`src/rtl/rcpu_io_responder.sv`:
```
// RCPU I/O-bus responder: UART TX FIFO + 8N1 serialiser, STATUS, TIMER, SCRATCH.
// Define RCPU_IO_TIMER_EN to build the free-running TIMER register at 0x0008.
module rcpu_io_responder #(
    parameter int CLKS_PER_BIT = 104,
    parameter int FIFO_DEPTH   = 8
) (
    input  logic        clk,
    input  logic        resetq,
    input  logic        io_read_enable,
    input  logic        io_write_enable,
    input  logic [0:15] io_address,
    input  logic [0:15] io_write_data,
    output logic [0:15] io_read_data,
    output logic        uart_tx
);
    localparam int AW = $clog2(FIFO_DEPTH);
    localparam int CW = $clog2(CLKS_PER_BIT);

    typedef enum logic [1:0] {S_IDLE, S_START, S_DATA, S_STOP} state_t;

    // Core numbers bits MSB-first; work internally in conventional LSB-0 order.
    logic [15:0] addr, wdata, rdata, rd_next;
    assign addr         = io_address;
    assign wdata        = io_write_data;
    assign io_read_data = rdata;

    logic wr_tx, wr_status;
    assign wr_tx     = io_write_enable && (addr == 16'h0000);
    assign wr_status = io_write_enable && (addr == 16'h0004);

    // TX FIFO with one extra pointer bit to tell full from empty
    logic [7:0]  mem [FIFO_DEPTH];
    logic [AW:0] wptr, rptr;
    logic        empty, full, push, pop, ovf;

    assign empty = (wptr == rptr);
    assign full  = (wptr[AW] != rptr[AW]) && (wptr[AW-1:0] == rptr[AW-1:0]);
    assign push  = wr_tx && !full;

    always_ff @(posedge clk) begin
        if (push) mem[wptr[AW-1:0]] <= wdata[7:0];
    end

    always_ff @(posedge clk or negedge resetq) begin
        if (!resetq) begin
            wptr <= '0;
            rptr <= '0;
            ovf  <= 1'b0;
        end else begin
            if (push) wptr <= wptr + 1'b1;
            if (pop)  rptr <= rptr + 1'b1;
            if (wr_tx && full)
                ovf <= 1'b1;
            else if (wr_status && wdata[0])
                ovf <= 1'b0;
        end
    end

    // Serialiser
    state_t        state, state_n;
    logic [CW-1:0] cnt, cnt_n;
    logic [2:0]    bit_idx, bit_idx_n;
    logic [7:0]    shreg, shreg_n;
    logic          last_clk;

    assign last_clk = (cnt == CW'(CLKS_PER_BIT - 1));

    always_ff @(posedge clk or negedge resetq) begin
        if (!resetq) begin
            state   <= S_IDLE;
            cnt     <= '0;
            bit_idx <= '0;
            shreg   <= '0;
        end else begin
            state   <= state_n;
            cnt     <= cnt_n;
            bit_idx <= bit_idx_n;
            shreg   <= shreg_n;
        end
    end

    always_comb begin
        state_n   = state;
        cnt_n     = cnt;
        bit_idx_n = bit_idx;
        shreg_n   = shreg;
        pop       = 1'b0;
        uart_tx   = 1'b1;
        case (state)
            S_IDLE: begin
                if (!empty) begin
                    pop     = 1'b1;
                    shreg_n = mem[rptr[AW-1:0]];
                    cnt_n   = '0;
                    state_n = S_START;
                end
            end
            S_START: begin
                uart_tx = 1'b0;
                if (last_clk) begin
                    cnt_n     = '0;
                    bit_idx_n = '0;
                    state_n   = S_DATA;
                end else begin
                    cnt_n = cnt + CW'(1);
                end
            end
            S_DATA: begin
                uart_tx = shreg[0];
                if (last_clk) begin
                    cnt_n   = '0;
                    shreg_n = {1'b0, shreg[7:1]};
                    if (bit_idx == 3'd7) state_n = S_STOP;
                    else bit_idx_n = bit_idx + 3'd1;
                end else begin
                    cnt_n = cnt + CW'(1);
                end
            end
            S_STOP: begin
                if (last_clk) begin
                    cnt_n   = '0;
                    state_n = S_IDLE;
                end else begin
                    cnt_n = cnt + CW'(1);
                end
            end
            default: state_n = S_IDLE;
        endcase
    end

`ifdef RCPU_IO_TIMER_EN
    logic [15:0] timer;
    always_ff @(posedge clk or negedge resetq) begin
        if (!resetq)
            timer <= '0;
        else if (io_write_enable && (addr == 16'h0008))
            timer <= wdata;
        else
            timer <= timer + 16'd1;
    end
`endif

    logic [15:0] scratch;
    always_ff @(posedge clk or negedge resetq) begin
        if (!resetq)
            scratch <= '0;
        else if (io_write_enable && (addr == 16'h000C))
            scratch <= wdata;
    end

    // Reads see pre-edge register values, so a same-cycle write is not visible yet
    always_comb begin
        rd_next = 16'h0000;
        case (addr)
            16'h0004: rd_next = {12'h000, ovf, (state != S_IDLE), full, empty};
`ifdef RCPU_IO_TIMER_EN
            16'h0008: rd_next = timer;
`endif
            16'h000C: rd_next = scratch;
            default:  rd_next = 16'h0000;
        endcase
    end

    always_ff @(posedge clk or negedge resetq) begin
        if (!resetq)
            rdata <= '0;
        else if (io_read_enable)
            rdata <= rd_next;
    end
endmodule
```
`config.mk`:
```
export PLATFORM = sky130hd
export DESIGN_NAME = rcpu_io_responder
export DESIGN_NICKNAME = d
export VERILOG_FILES = /design/src/rtl/rcpu_io_responder.sv
export SDC_FILE = /design/constraint.sdc
export NUM_CORES = 1
export LEC_CHECK = 0
export ABC_AREA = 1
export BUFFER_PORTS_ARGS = -buffer_cell sky130_fd_sc_hd__buf_2
export CAP_MARGIN = 30
export CORE_MARGIN = 3
export CORE_UTILIZATION = 55
export DETAILED_ROUTE_END_ITERATION = 6
export GPL_TIMING_DRIVEN = 1
export HOLD_SLACK_MARGIN = 0.08
export PLACE_DENSITY = 0.75
export REMOVE_ABC_BUFFERS = 1
export SLEW_MARGIN = 20
export SYNTH_ARGS = -nofsm -noshare
export SYNTH_HDL_FRONTEND = slang
export SYNTH_SLANG_ARGS = --single-unit
```
`constraint.sdc`:
```
create_clock -name clk -period 2.3 [get_ports clk]
set_input_delay 0.345 -clock clk [delete_from_list [all_inputs] [get_ports clk]]
set_output_delay 0.345 -clock clk [all_outputs]
set_load 0.05 [all_outputs]
```
# Yosys cells after proc, flatten, opt, wreduce, memory -nomap -nowiden
# Memories as Yosys holds them, arrays and structs flattened.
# Index checks and enable logic that the tools add are counted.
[word_totals]
memories = 1
ram_bits = 64
input_bits = 36
regBits = 61
[classes]
add_sub_neg = 4
mux = 24
n_reduce_logical = 18
eq_ne = 16
[mem_list]
columns = ["memory", "depth", "word_bits", "rd", "rd_ports_with_merged_regs", "write_ports", "line_no", "text"]
rows = [
  ["mem", 8, 8, 1, 0, 1, "32", "logic [7:0] mem [FIFO_DEPTH];"],
]
[ops]
columns = ["op", "n"]
rows = [
  ["16-bit one-hot mux with 2 select lines", 1],
  ["16-bit by 3-bit equality test with 1-bit output, second input constant", 1],
  ["16-bit by 4-bit equality test with 1-bit output, second input constant", 1],
  ["16-bit zero test", 1],
  ["8-bit 2-to-1 mux", 2],
  ["8-bit one-hot mux with 2 select lines", 1],
  ["7-bit 2-to-1 mux", 2],
  ["7-bit one-hot mux with 2 select lines", 1],
  ["2-bit inequality test, second input constant", 6],
  ["2-bit 2-to-1 mux", 5],
  ["3-bit 2-to-1 mux", 3],
  ["4-bit by 1-bit adder with 4-bit output, second input constant", 2],
  ["2-bit one-hot mux with 4 select lines", 1],
  ["2-bit nonzero test", 4],
  ["7-bit by 1-bit adder with 7-bit output, second input constant", 1],
  ["7-bit equality test, second input constant", 1],
  ["1-bit logical AND", 7],
  ["1-bit 2-to-1 mux", 6],
  ["3-bit one-hot mux with 2 select lines", 1],
  ["5-bit AND reduction", 1],
  ["2-bit equality test, second input constant", 2],
  ["4-bit equality test", 1],
  ["4-bit AND reduction", 1],
  ["3-bit by 1-bit adder with 3-bit output, second input constant", 1],
  ["other kinds (9)", 9],
]

# Longest topological paths before layout
[logic_depth]
word_depth = 6
depth_mapped = 11

# Worst setup path after synthesis
# No wires, ideal clock.
[synth_path]
path_kind = "input-to-reg"
from = "in io_address[0] (netlist bit)"
to = "mem mem[0][0], enable pin"
arrival_ns = 1.502
setup_ns = 0.370
setup_slack_ns = 0.427
required_time_ns = 1.930
cell_stages = 8
path_cell_list = "nor2_1 > nand2_1 > nor2_2 > buf_4 > nand2_1 > nor2_4 > nand3_1 > nor2_1"
[synth_between]
elab_chain_len = 5
[synth_rtl]
columns = ["item", "line_no", "text"]
rows = [
  ["start, declared", "11", "input logic [0:15] io_address,"],
  ["16-bit zero test", "28", "assign wr_tx = io_write_enable && (addr == 16'h0000);"],
  ["1-bit logical AND", "28", ""],
  ["1-bit logical AND", "38", "assign push = wr_tx && !full;"],
  ["1-bit 2-to-1 mux", "41", "if (push) mem[wptr[AW-1:0]] <= wdata[7:0];"],
  ["1-bit 2-to-1 mux (implied by the code)", "41", ""],
  ["end, declared", "32", ""],
]
# No other way between the ends.

# Worst setup path in the final report
[layout_path]
from = "reg state[0]"
to = "out uart_tx"
[layout_between]
elab_chain_len = 2
word_cells_on_any_way = 3
[layout_rtl]
columns = ["item", "line_no", "text"]
rows = [
  ["start, declared", "60", "state_t state, state_n;"],
  ["start signal, assigned", "75", "state <= state_n;"],
  ["2-bit equality test / 2-bit by 1-bit equality test with 1-bit output (equally long branches)", "89", "case (state)"],
  ["1-bit one-hot mux with 2 select lines (*)", "89", ""],
  ["end, declared", "14", "output logic uart_tx"],
]
# Every way passes the cells marked *; elsewhere a longest branch is shown, timed or not.

==> flow_summary.yaml <==
final_layout:
  synthToLayoutAreaGrowth_pct: 19.63
  final_common_cell: "sky130_fd_sc_hd__nand2_1"
  instances_no_fill: 819
  ratio_of_cells_with_drive_above_1_in_the_final_layout_pct: 18.22
  antenna_cells_inserted: 0
  utilization_pct: 68.56
  most_frequent_cells_in_the_layout: "sky130_fd_sc_hd__nand2_1, sky130_fd_sc_hd__edfxtp_1, sky130_fd_sc_hd__dfrtp_1, sky130_fd_sc_hd__nand3_1, sky130_fd_sc_hd__buf_2"
  num-nets-final: 719
cts:
  clock_tree_from_tritoncts: "built"
  clock-root-buffer: "sky130_fd_sc_hd__clkbuf_8"
  clock_tree_sinks: 125
  cts_buffer_depth: 2
  clkLatencyLatePin_ns: 0.52
  clock_tree.htree_level_count: 4
  cts_clk_pin_slew_worst_paths_ns: 0.06
  cts_made_buffers: 17
worst_setup_path:
  r2r_depth: 8
  startpoint_class_of_the_critical_path: "register"
  endpoint_kind: "primary output"
  critPathCapture: "uart_tx"
  worst_ep_required_time_ns: 1.96
  reg2reg_to: "mem[6][3]$_DFFE_PP_"
  crit_start: "state[0]$_DFFE_PN0P_"
  timing.critical_path.arrival_ns: 1.85
  path_class: "register to primary output"
  crit-reg2reg-launch: "rptr[2]$_DFFE_PN0P_"
  rrSetupSlack_ns: 0.29
  crit_path_max_fanout: 4
grt:
  gr-usage-all-layers_pct: 23.94
  global_route.overflow_total: 0
  first_global_vias: 4261
  grt_antenna_before_repair: 0
  grt_first_pass_wirelength_um: 21110
  grt_max_degree: 62
pwr:
  vdd.ir_drop.worst_mv: 0.5965
  power.total_mw: 7.379
  power.static_leakage_nw: 3.034
  power.density_nw_per_um2: 1091
drt:
  drt_iter0_drc: 367
  route.detailed.vias_per_inst: 5.328
  totalWireLength_um: 12830
  wl_met2_um: 6361
  routedLengthMet1_um: 5535
  maxUsedRoutingLayer: "met4"
  route.met3.wl_um: 726
  avgRoutedWirePerCell_um: 15.67
  drcViolationCount: 0
  via_count: 4364
  drt_pass1_iterations: 5
  route.antenna.remaining_nets: 0
timing:
  final_max_slew_viol_count: 0
  rsz0062_at_grt: "false"
  finalSetupViolCount: 0
  clock-skew-final_ns: 0.005522
  relSlewSlack_pct: 58.88
  finalCriticalPeriod_ns: 2.196
  period_share_pct: 95.50
  max_freq_ghz: 0.4553
  timing.hold.ws_ns: 0.1609
  timing_worst_slew_pin_value_ns: 0.6161
  report.final.hold_viol_count: 0
synth:
  synth_top_area_cell: "sky130_fd_sc_hd__edfxtp_1"
  yosysSeqAreaShare_pct: 61.00
  syn_inst: 599
  yosys_warnings: 0
  netlist.area_leader.share_pct: 34.00
  synthesis.area_per_instance_um2: 9.437
  synth_cell_type_count: 31
  ys_top_cells_by_area: "sky130_fd_sc_hd__edfxtp_1, sky130_fd_sc_hd__dfrtp_1, sky130_fd_sc_hd__nand2_1"
  post_synth_instance_area_um2: 5653
  synth-seq-cells: 125
floorplanning:
  row_count: 36
  die_area_um2: 11530
  initial_utilization_pct: 57.31
  die_span_in_x_um: 107.4
  die_h_um: 107.4
  design.core.area_um2: 9864
  boundaryPins: 53
hold_path:
  min_path_type: "input port to register"
placement:
  io_buffer_count: 52
  dpl.cell_count: 776
  gpl.final_weighted_congestion: 0.8608
  place.detailed.hpwl_um: 8366
run:
  maxCapViolCount: 0
outcome:
  status: "finished, final reports clean"
## Yosys cell counts
library cell,n
sky130_fd_sc_hd__a21oi_1,8
sky130_fd_sc_hd__a21oi_2,2
sky130_fd_sc_hd__buf_1,1
sky130_fd_sc_hd__buf_2,8
sky130_fd_sc_hd__buf_4,3
sky130_fd_sc_hd__buf_6,1
sky130_fd_sc_hd__clkbuf_1,8
sky130_fd_sc_hd__dfrtp_1,61
sky130_fd_sc_hd__edfxtp_1,64
sky130_fd_sc_hd__ha_1,10
sky130_fd_sc_hd__inv_1,36
sky130_fd_sc_hd__inv_2,6
sky130_fd_sc_hd__inv_4,1
sky130_fd_sc_hd__nand2_1,194
sky130_fd_sc_hd__nand2_2,3
sky130_fd_sc_hd__nand3_1,56
sky130_fd_sc_hd__nand3_2,3
sky130_fd_sc_hd__nand3_4,1
sky130_fd_sc_hd__nand4_1,4
sky130_fd_sc_hd__nor2_1,48
sky130_fd_sc_hd__nor2_2,3
sky130_fd_sc_hd__nor2_4,3
sky130_fd_sc_hd__nor3_1,2
sky130_fd_sc_hd__o21a_1,2
sky130_fd_sc_hd__o21ai_0,28
sky130_fd_sc_hd__o21ai_1,25
sky130_fd_sc_hd__o22ai_1,2
sky130_fd_sc_hd__o31ai_1,2
sky130_fd_sc_hd__or2_1,1
sky130_fd_sc_hd__or2_2,8
sky130_fd_sc_hd__xor2_1,5
## metrics by stage
stage	cell area [um2]	setup WS, ns	setup TNS, ns
2_1_floorplan	5545	-0.06117	-3.911
3_3_place_gp	6082	0.4139	0
3_5_place_dp	6082	0.3645	0
4_1_cts	6758	0.01474	0
5_1_grt	6763	0.02093	0
6_report	6763	0.1036	0
## critical path: stages (launching register included)
cell,delay [ns]
sky130_fd_sc_hd__dfrtp_1,0.42
sky130_fd_sc_hd__inv_2,0.10
sky130_fd_sc_hd__ha_2,0.22
sky130_fd_sc_hd__clkinvlp_4,0.13
sky130_fd_sc_hd__nand2_1,0.12
sky130_fd_sc_hd__o21a_1,0.15
sky130_fd_sc_hd__buf_4,0.19
## logic make-up (layout without fill, tap and decap cells)
| family | after synthesis | count (layout) | share of synthesized area (%) |
|---|---|---|---|
| AND/OR/NAND/NOR | 326 | 326 | 24.75 |
| flip-flops | 125 | 125 | 61.00 |
| AO/OA/AOI/OAI | 69 | 69 | 6.463 |
| buffers and inverters | 64 | 151 | 4.803 |
| adder cells (fa/ha/maj) | 10 | 10 | 2.213 |
| XOR/XNOR | 5 | 5 | 0.7746 |
## cell type report
cell class              count  area [um2]
flip-flops and latches    125        3448
fillers                   729        3102
multi-input cells         410        1936
repair buffers             76       478.0
clock buffers              24       450.4
inverters                  43       167.7
well taps                 133       166.4
clock inverters             8       116.4
## per-layer routing
| layer | track usage [%] | up-vias |
|---|---|---|
| li1 | - | 2123 |
| met1 | 32.17 | 2069 |
| met2 | 38.92 | 151 |
| met3 | 5.699 | 21 |
| met4 | 7.394 | 0 |
| met5 | 0 | - |
## power by group
group	internal (mW)	leakage (nW)	switching [mW]
Clock	1.67	0.274	0.898
Sequential	2.52	1.40	0.151
Combinational	0.701	1.36	1.44
Total	4.89	3.03	2.49
## registers in the layout, indices dropped and copies added (netlist names)
signal        cells
bit_idx           3
cnt               7
io_read_data     16
mem              64
ovf               1
rptr              4
scratch          16
shreg             8
state             2
wptr              4
## what timing repair did
action | in CTS | in global routing
hold endpoints to repair | 69 | 0
gates resized for setup | 1 | 4
pin swaps | 0 | 0
endpoints found under the setup margin | 1 | 1
hold buffers | 9 | 0
buffers inserted | 2 | 0
## how the worst min path moves through the flow
stage / from / to / slack [ns] / cells past startpoint
final: io_write_data[8] / mem[4][7]$_DFFE_PP_ / 0.16 / 1
after global routing: io_write_data[8] / mem[3][7]$_DFFE_PP_ / 0.15 / 1
after CTS: io_write_enable / ovf$_DFFE_PN0P_ / 0.14 / 4
after detailed placement: resetq / cnt[6]$_DFFE_PN0P_ / 0.38 / 2
after global placement: resetq / cnt[6]$_DFFE_PN0P_ / 0.37 / 2
after floorplan: resetq / bit_idx[0]$_DFFE_PN0P_ / 0.05 / 0
No activity file was read; power rests on OpenSTA's default activity.
